## config.mk

```make
export PLATFORM = sky130hd
export DESIGN_NAME = gpio_mmio
export DESIGN_NICKNAME = d
export VERILOG_FILES = /design/src/rtl/gpio_pkg.sv /design/src/rtl/gpio_debounce.sv /design/src/rtl/gpio_mmio.sv
export SDC_FILE = /design/constraint.sdc
export NUM_CORES = 1
export LEC_CHECK = 0
export ABC_CLOCK_PERIOD_IN_PS = 2940
export BUFFER_PORTS_ARGS = -buffer_cell sky130_fd_sc_hd__buf_4
export CAP_MARGIN = 20
export CORE_ASPECT_RATIO = 1.4
export CORE_MARGIN = 1.5
export CORE_UTILIZATION = 50
export CTS_BUF_LIST = sky130_fd_sc_hd__clkbuf_4
export DETAILED_ROUTE_END_ITERATION = 8
export PLACE_DENSITY = 0.81
export SLEW_MARGIN = 40
export SYNTH_ARGS = -nofsm -noshare
export SYNTH_HDL_FRONTEND = slang
export SYNTH_SLANG_ARGS = --single-unit
export TNS_END_PERCENT = 20
```

## constraint.sdc

```tcl
create_clock -name clk -period 2.94 [get_ports clk]
set_input_delay 0.294 -clock clk [delete_from_list [all_inputs] [get_ports clk]]
set_output_delay 0.294 -clock clk [all_outputs]
set_load 0.02 [all_outputs]
```

## src/rtl/gpio_pkg.sv

```systemverilog
// Register map for the GPIO peripheral: byte offsets and the index
// (addr[5:3]) each offset decodes to.
package gpio_pkg;

   localparam logic [5:0] OFF_LED  = 6'h00;
   localparam logic [5:0] OFF_SW   = 6'h08;
   localparam logic [5:0] OFF_BTN  = 6'h10;
   localparam logic [5:0] OFF_EDGE = 6'h18;
   localparam logic [5:0] OFF_MASK = 6'h20;

   typedef enum logic [2:0] {
      REG_LED  = OFF_LED[5:3],
      REG_SW   = OFF_SW[5:3],
      REG_BTN  = OFF_BTN[5:3],
      REG_EDGE = OFF_EDGE[5:3],
      REG_MASK = OFF_MASK[5:3]
   } reg_idx_e;

endpackage

```

## src/rtl/gpio_debounce.sv

```systemverilog
// One-bit input conditioner: two-flop synchronizer followed by a
// counter debouncer that accepts a new level after DEBOUNCE_CYCLES stable cycles.
module gpio_debounce #(
   parameter int DEBOUNCE_CYCLES = 16
) (
   input  logic clk,
   input  logic rst,
   input  logic i_raw,
   output logic o_sync,
   output logic o_db
);

   localparam int CW = $clog2(DEBOUNCE_CYCLES + 1);
   localparam logic [CW-1:0] LIMIT = CW'(DEBOUNCE_CYCLES);

   logic          r_s1;
   logic          r_s2;
   logic          r_db;
   logic [CW-1:0] r_cnt;
   logic [CW-1:0] w_cnt_nxt;

   assign w_cnt_nxt = r_cnt + CW'(1);

   // The counter clears on the same edge the level is accepted, so it never exceeds LIMIT-1.
   always_ff @(posedge clk or posedge rst) begin
      if (rst) begin
         r_s1  <= 1'b0;
         r_s2  <= 1'b0;
         r_db  <= 1'b0;
         r_cnt <= '0;
      end else begin
         r_s1 <= i_raw;
         r_s2 <= r_s1;
         if (r_s2 == r_db) begin
            r_cnt <= '0;
         end else if (w_cnt_nxt == LIMIT) begin
            r_db  <= r_s2;
            r_cnt <= '0;
         end else begin
            r_cnt <= w_cnt_nxt;
         end
      end
   end

   assign o_sync = r_s2;
   assign o_db   = r_db;

endmodule

```

## src/rtl/gpio_mmio.sv

```systemverilog
// Memory-mapped GPIO: LED register, debounced switches/buttons, sticky button
// edge flags (W1C). Define GPIO_IRQ_EN to add IRQ_MASK and a registered irq.
module gpio_mmio
   import gpio_pkg::*;
#(
   parameter int WIDTH           = 64,
   parameter int DEBOUNCE_CYCLES = 16
) (
   input  logic             clk,
   input  logic             rst,
   input  logic             sel,
   input  logic             we,
   input  logic [5:0]       addr,
   input  logic [WIDTH-1:0] wdata,
   output logic [WIDTH-1:0] rdata,
   input  logic [3:0]       btn,
   input  logic [3:0]       sw,
   output logic [3:0]       led,
   output logic             irq
);

   logic [7:0] w_raw;
   logic [7:0] w_sync;
   logic [7:0] w_db;
   logic [3:0] w_btn_db;
   logic [3:0] w_sw_db;
   logic [3:0] w_rise;
   logic [3:0] w_clr;
   logic [3:0] w_rd4;
   logic [2:0] w_idx;
   logic       w_wr;
   logic       w_unused;

   logic [1:0] r_vld;
   logic [3:0] r_arm;
   logic [3:0] r_btn_db_d;
   logic [3:0] r_led;
   logic [3:0] r_edge;

   assign w_raw = {btn, sw};

   for (genvar g = 0; g < 8; g++) begin : g_deb
      gpio_debounce #(.DEBOUNCE_CYCLES(DEBOUNCE_CYCLES)) u_deb (
         .clk   (clk),
         .rst   (rst),
         .i_raw (w_raw[g]),
         .o_sync(w_sync[g]),
         .o_db  (w_db[g])
      );
   end

   assign w_sw_db  = w_db[3:0];
   assign w_btn_db = w_db[7:4];
   assign w_idx    = addr[5:3];
   assign w_wr     = sel & we;
   assign w_unused = ^{addr[2:0], wdata[WIDTH-1:4], w_sync[3:0]};

   // A button only arms once its synchronized level has been seen low after reset,
   // so a button held through reset never produces a spurious edge.
   assign w_rise = w_btn_db & ~r_btn_db_d & r_arm;
   assign w_clr  = (w_wr && w_idx == REG_EDGE) ? wdata[3:0] : 4'h0;

   always_ff @(posedge clk or posedge rst) begin
      if (rst) begin
         r_vld      <= 2'b00;
         r_arm      <= 4'h0;
         r_btn_db_d <= 4'h0;
         r_led      <= 4'h0;
         r_edge     <= 4'h0;
      end else begin
         r_vld      <= {r_vld[0], 1'b1};
         if (r_vld[1]) r_arm <= r_arm | ~w_sync[7:4];
         r_btn_db_d <= w_btn_db;
         if (w_wr && w_idx == REG_LED) r_led <= wdata[3:0];
         r_edge     <= (r_edge & ~w_clr) | w_rise;
      end
   end

`ifdef GPIO_IRQ_EN
   logic [3:0] r_mask;
   logic       r_irq;

   always_ff @(posedge clk or posedge rst) begin
      if (rst) begin
         r_mask <= 4'h0;
         r_irq  <= 1'b0;
      end else begin
         if (w_wr && w_idx == REG_MASK) r_mask <= wdata[3:0];
         r_irq <= |(r_edge & r_mask);
      end
   end

   assign irq = r_irq;
`else
   assign irq = 1'b0;
`endif

   always_comb begin
      w_rd4 = 4'h0;
      if (sel) begin
         case (w_idx)
            REG_LED:  w_rd4 = r_led;
            REG_SW:   w_rd4 = w_sw_db;
            REG_BTN:  w_rd4 = w_btn_db;
            REG_EDGE: w_rd4 = r_edge;
`ifdef GPIO_IRQ_EN
            REG_MASK: w_rd4 = r_mask;
`endif
            default:  w_rd4 = 4'h0;
         endcase
      end
   end

   always_comb begin
      rdata      = '0;
      rdata[3:0] = w_rd4;
   end

   assign led = r_led;

endmodule

```

==> qor_table.md <==
| Step | Item | This run |
| --- | --- | --- |
| detailed routing | Number of vias per cell after detailed routing | 4.799 |
| place | Cell area reported after detailed placement | 4016 sq um |
| pwr | Cell Pwr Density | 480.7 nW/um^2 |
| yosys | Sequential cell area fraction in the yosys report | 0.5236 |
| pwr | Worst supply voltage drop on vdd | 0.3979 mV |
| cts | Number of buffers on the longest clock path | 2 |
| worst setup path | Endpoint class of the critical path | output pin |
| die | Effective utilization at floorplan | 0.5119 |
| pwr | Psw | 575.2 uW |
| detailed routing | Total number of vias | 2409 |
| pwr | Combinational Power Share | 0.129 |
| cts | CTS H-Tree Depth | 3 |
| timing | Finish-stage setup viols | 0 |
| worst setup path | Maximum fanout count along the critical path | 5 |
| die | Std-Cell Core Area | 7655 sq um |
| worst setup path | Family with the most delay on the worst path | multiplexers |
| place | Worst setup timing slack at the placement stage | 1341 ps |
| cells and area | Most frequent standard cell in the layout excluding fill and tap cells | dfrtp_1 |
| detailed routing | Final routed wirelength across all metal layers | 6171 um |
| timing | Worst setup margin | 896.4 ps |
| global routing | Total routing usage reported by global routing | 0.1570 |
| yosys | Flop and latch count out of synthesis | 82 |
| pwr | Standby leakage power | 0.001961 uW |
| pwr | Portion of total power attributed to the clock network | 0.263 |
| global routing | Antenna violations before repair | 0 |
| place | Gp weighted congestion | 0.7841 |
| worst setup path | Worst Path Buf+Inv | 1 |
| cells and area | Fill cell count | 661 |
| run | Max Cap Viol | 0 |
| worst setup path | Slowest stage cell, crit path | mux4_1 |
| cells and area | Post-route non-filler standard cell count | 502 |
| cells and area | Number of nets in the layout | 487 |
| global routing | Number of global-route vias before repair | 2283 |
| detailed routing | Routed length per instance | 12.29 um |
| pwr | Relative contribution of sequential cells to total power | 0.608 |
| place | DP Wirelength | 4471 um |
| worst setup path | Worst endpoint data arrival time | 1750 ps |
| yosys | Synthesized instance count | 352 |
| timing | Fin crit share | 0.6951 |
| detailed routing | Residual DRC count | 0 |
| cts | Clock input transition at the sequential cells of the worst setup and hold paths | 120 ps |
| die | Number of I/O pins | 151 |
| timing | Worst Skew | 10.40 ps |
| cells and area | Area growth from synthesis to final layout | 7.567% |
| detailed routing | Initial DRC count | 68 |
| yosys | Distinct cells, synth | 34 |
| yosys | Synth Warn # | 0 |
| cells and area | Ratio of cells with drive above 1 in the final layout | 0.1667 |
| timing | Setup repair after global routing missed its margin | false |
| timing | Post-route minimum period | 2044 ps |
| pwr | Switching part of the total power | 0.2839 |
| cells and area | Most frequent cells in the layout | dfrtp_1, conb_1, buf_4 |
| yosys | Total standard cell area after synthesis | 3919 sq um |
| global routing | First-pass GRT wire length | 10180 um |
| cts | Clock latency of the later-clocked register in the worst-skew pair | 410 ps |
| cells and area | Ant diodes | 0 |
| timing | Total negative slack | 0 ps |
| status | Status | completed |
| min path | Worst min-delay path category | input pin to flop |
| die | Die Width | 77.82 um |
| worst setup path | Maximum single-stage delay on the critical path | 560 ps |
| timing | Maximum achievable frequency | 0.4893 GHz |
| die | Area of the die | 8385 sq um |
| global routing | GRT overflow | 0 |
| detailed routing | Number of search-and-repair iterations in the first detailed-routing pass | 4 |
| cts | Total clock sinks | 82 |
| worst setup path | Cell Chain, Critical Path | mux4_1, and2_1, buf_4 |
| cells and area | Final cell area excluding filler cells | 4215 sq um |
| cts | Number of gates resized after cts | 0 |
| detailed routing | Final antenna-violating net count | 0 |
| timing | Number of pins with negative max-slew slack in the final report | 0 |
| timing | Final Hold Fails | 0 |
| worst setup path | Required arrival time at the worst endpoint | 2650 ps |
| die | Die boundary height | 107.8 um |
| worst setup path | Critical path type | flop to output pin |
| place | Instance count after placement with tap cells included | 477 |
| pwr | Internal power consumption | 1451 uW |
| yosys | Mean instance size in the synthesized netlist | 11.13 sq um |
| worst setup path | Category of the worst setup path launch point | flop |
| cts | Root buf cell | clkbuf_4 |
| cts | TritonCTS clock tree | built |
| place | Count of input and output buffers | 26 |
| global routing | Largest net degree at the start of global routing | 83 |
| die | FP Rows | 38 |
| cts | Total clock buffers created by CTS | 9 |
[cells in the mapped netlist (all sizes together)]
cell type / instances / area (sq um)
a21oi: 16 / 98.84
ha: 8 / 100.1
mux4: 1 / 26.28
a32oi: 2 / 17.52
dfrtp: 82 / 2052
mux2: 12 / 142.6
and4: 1 / 8.760
nor2: 27 / 106.4
xnor2: 17 / 148.9
and2: 4 / 25.02
nor3: 8 / 40.04
o22ai: 3 / 18.77
nand2: 20 / 75.07
nand2b: 1 / 6.260
mux2i: 6 / 60.06
and2b: 5 / 37.54
nand3b: 5 / 37.54
nand3: 16 / 80.08
nor2b: 12 / 95.10
xor2: 7 / 61.31
or2: 1 / 6.260
conb: 2 / 7.510
a32o: 4 / 40.04
nand4: 8 / 50.05
o21ai: 8 / 40.04
buf: 62 / 469.2
inv: 10 / 37.54
a21o: 4 / 30.03
[flip-flops by register name (all words and copies together), names as in the netlist]
| register | cells |
|---|---|
| led | 4 |
| r_btn_db_d | 4 |
| g_deb.u_deb.o_sync | 8 |
| r_vld | 2 |
| g_deb.u_deb.r_s1 | 8 |
| g_deb.u_deb.r_cnt | 40 |
| r_arm | 4 |
| r_edge | 4 |
| g_deb.u_deb.o_db | 8 |
[routing by layer]
metal  track usage  vias to the layer above  part of all wire
li1              -                     1158                 -
met1        0.1869                     1175              0.42
met2        0.2634                       67              0.51
met3       0.03898                        9             0.048
met4       0.07662                        0             0.016
met5             0                        -                 0
[logic make-up after synthesis]
| family | count (synthesis) | share of synthesized area |
|---|---|---|
| XOR/XNOR | 24 | 0.05364 |
| multiplexers | 19 | 0.05843 |
| other | 2 | 0.001916 |
| AND/OR/NAND/NOR | 108 | 0.1450 |
| flip-flops | 82 | 0.5236 |
| adder cells (fa/ha/maj) | 8 | 0.02554 |
| buffers and inverters | 72 | 0.1293 |
| AO/OA/AOI/OAI | 37 | 0.06258 |
[stage by stage]
stage / total power (uW) / hold slack (ps) / utilization
after detailed placement: 1506 / 336.4 / 0.5247
final: 2026 / 115.3 / 0.5507
after CTS: 2055 / 75.62 / 0.5507
after global placement: 1498 / 332.1 / 0.5247
after global routing: 2133 / 86.87 / 0.5507
after floorplan: 1488 / 325.4 / -
[power groups by stage]
| stage | clock network [uW] | registers, uW | logic (uW) |
|---|---|---|---|
| final | 533 | 1230 | 261 |
| after global routing | 603 | 1240 | 290 |
| after CTS | 559 | 1230 | 263 |
| after detailed placement | 0 | 1250 | 252 |
| after global placement | 0 | 1250 | 248 |
| after floorplan | 0 | 1260 | 233 |
[timing repair]
item / 4_1_cts / 5_1_grt
hold buffers: 9 / 0
buffers inserted: 0 / 0
endpoints found under the hold margin: 90 / 0
[layout make-up]
| type | instances | area, sq um | area share |
|---|---|---|---|
| clock buffers | 10 | 75.07 | 0.01781 |
| inverters | 10 | 38.79 | 0.009202 |
| repair buffers | 36 | 305.3 | 0.07243 |
| clock inverters | 6 | 33.78 | 0.008014 |
| flip-flops and latches | 82 | 2052 | 0.4868 |
| well taps | 100 | 125.1 | 0.02968 |
| multi-input cells | 258 | 1585 | 0.3761 |
[final timing paths]
path / slack [ps] / start / cells after the start / end
max: 900 / g_deb[7].u_deb.o_db / 3 / rdata[3]
min: 120 / wdata[0] / 2 / led[0]
max reg2reg: 1510 / g_deb[7].u_deb.r_cnt[0] / 4 / g_deb[7].u_deb.o_db
min reg2reg: 360 / g_deb[5].u_deb.r_s1 / 0 / g_deb[5].u_deb.o_sync
max in group asynchronous: 2080 / rst / 4 / g_deb[5].u_deb.r_cnt[3]
min in group asynchronous: 520 / rst / 4 / g_deb[3].u_deb.r_cnt[2]
(Power assumes the default switching activity.)
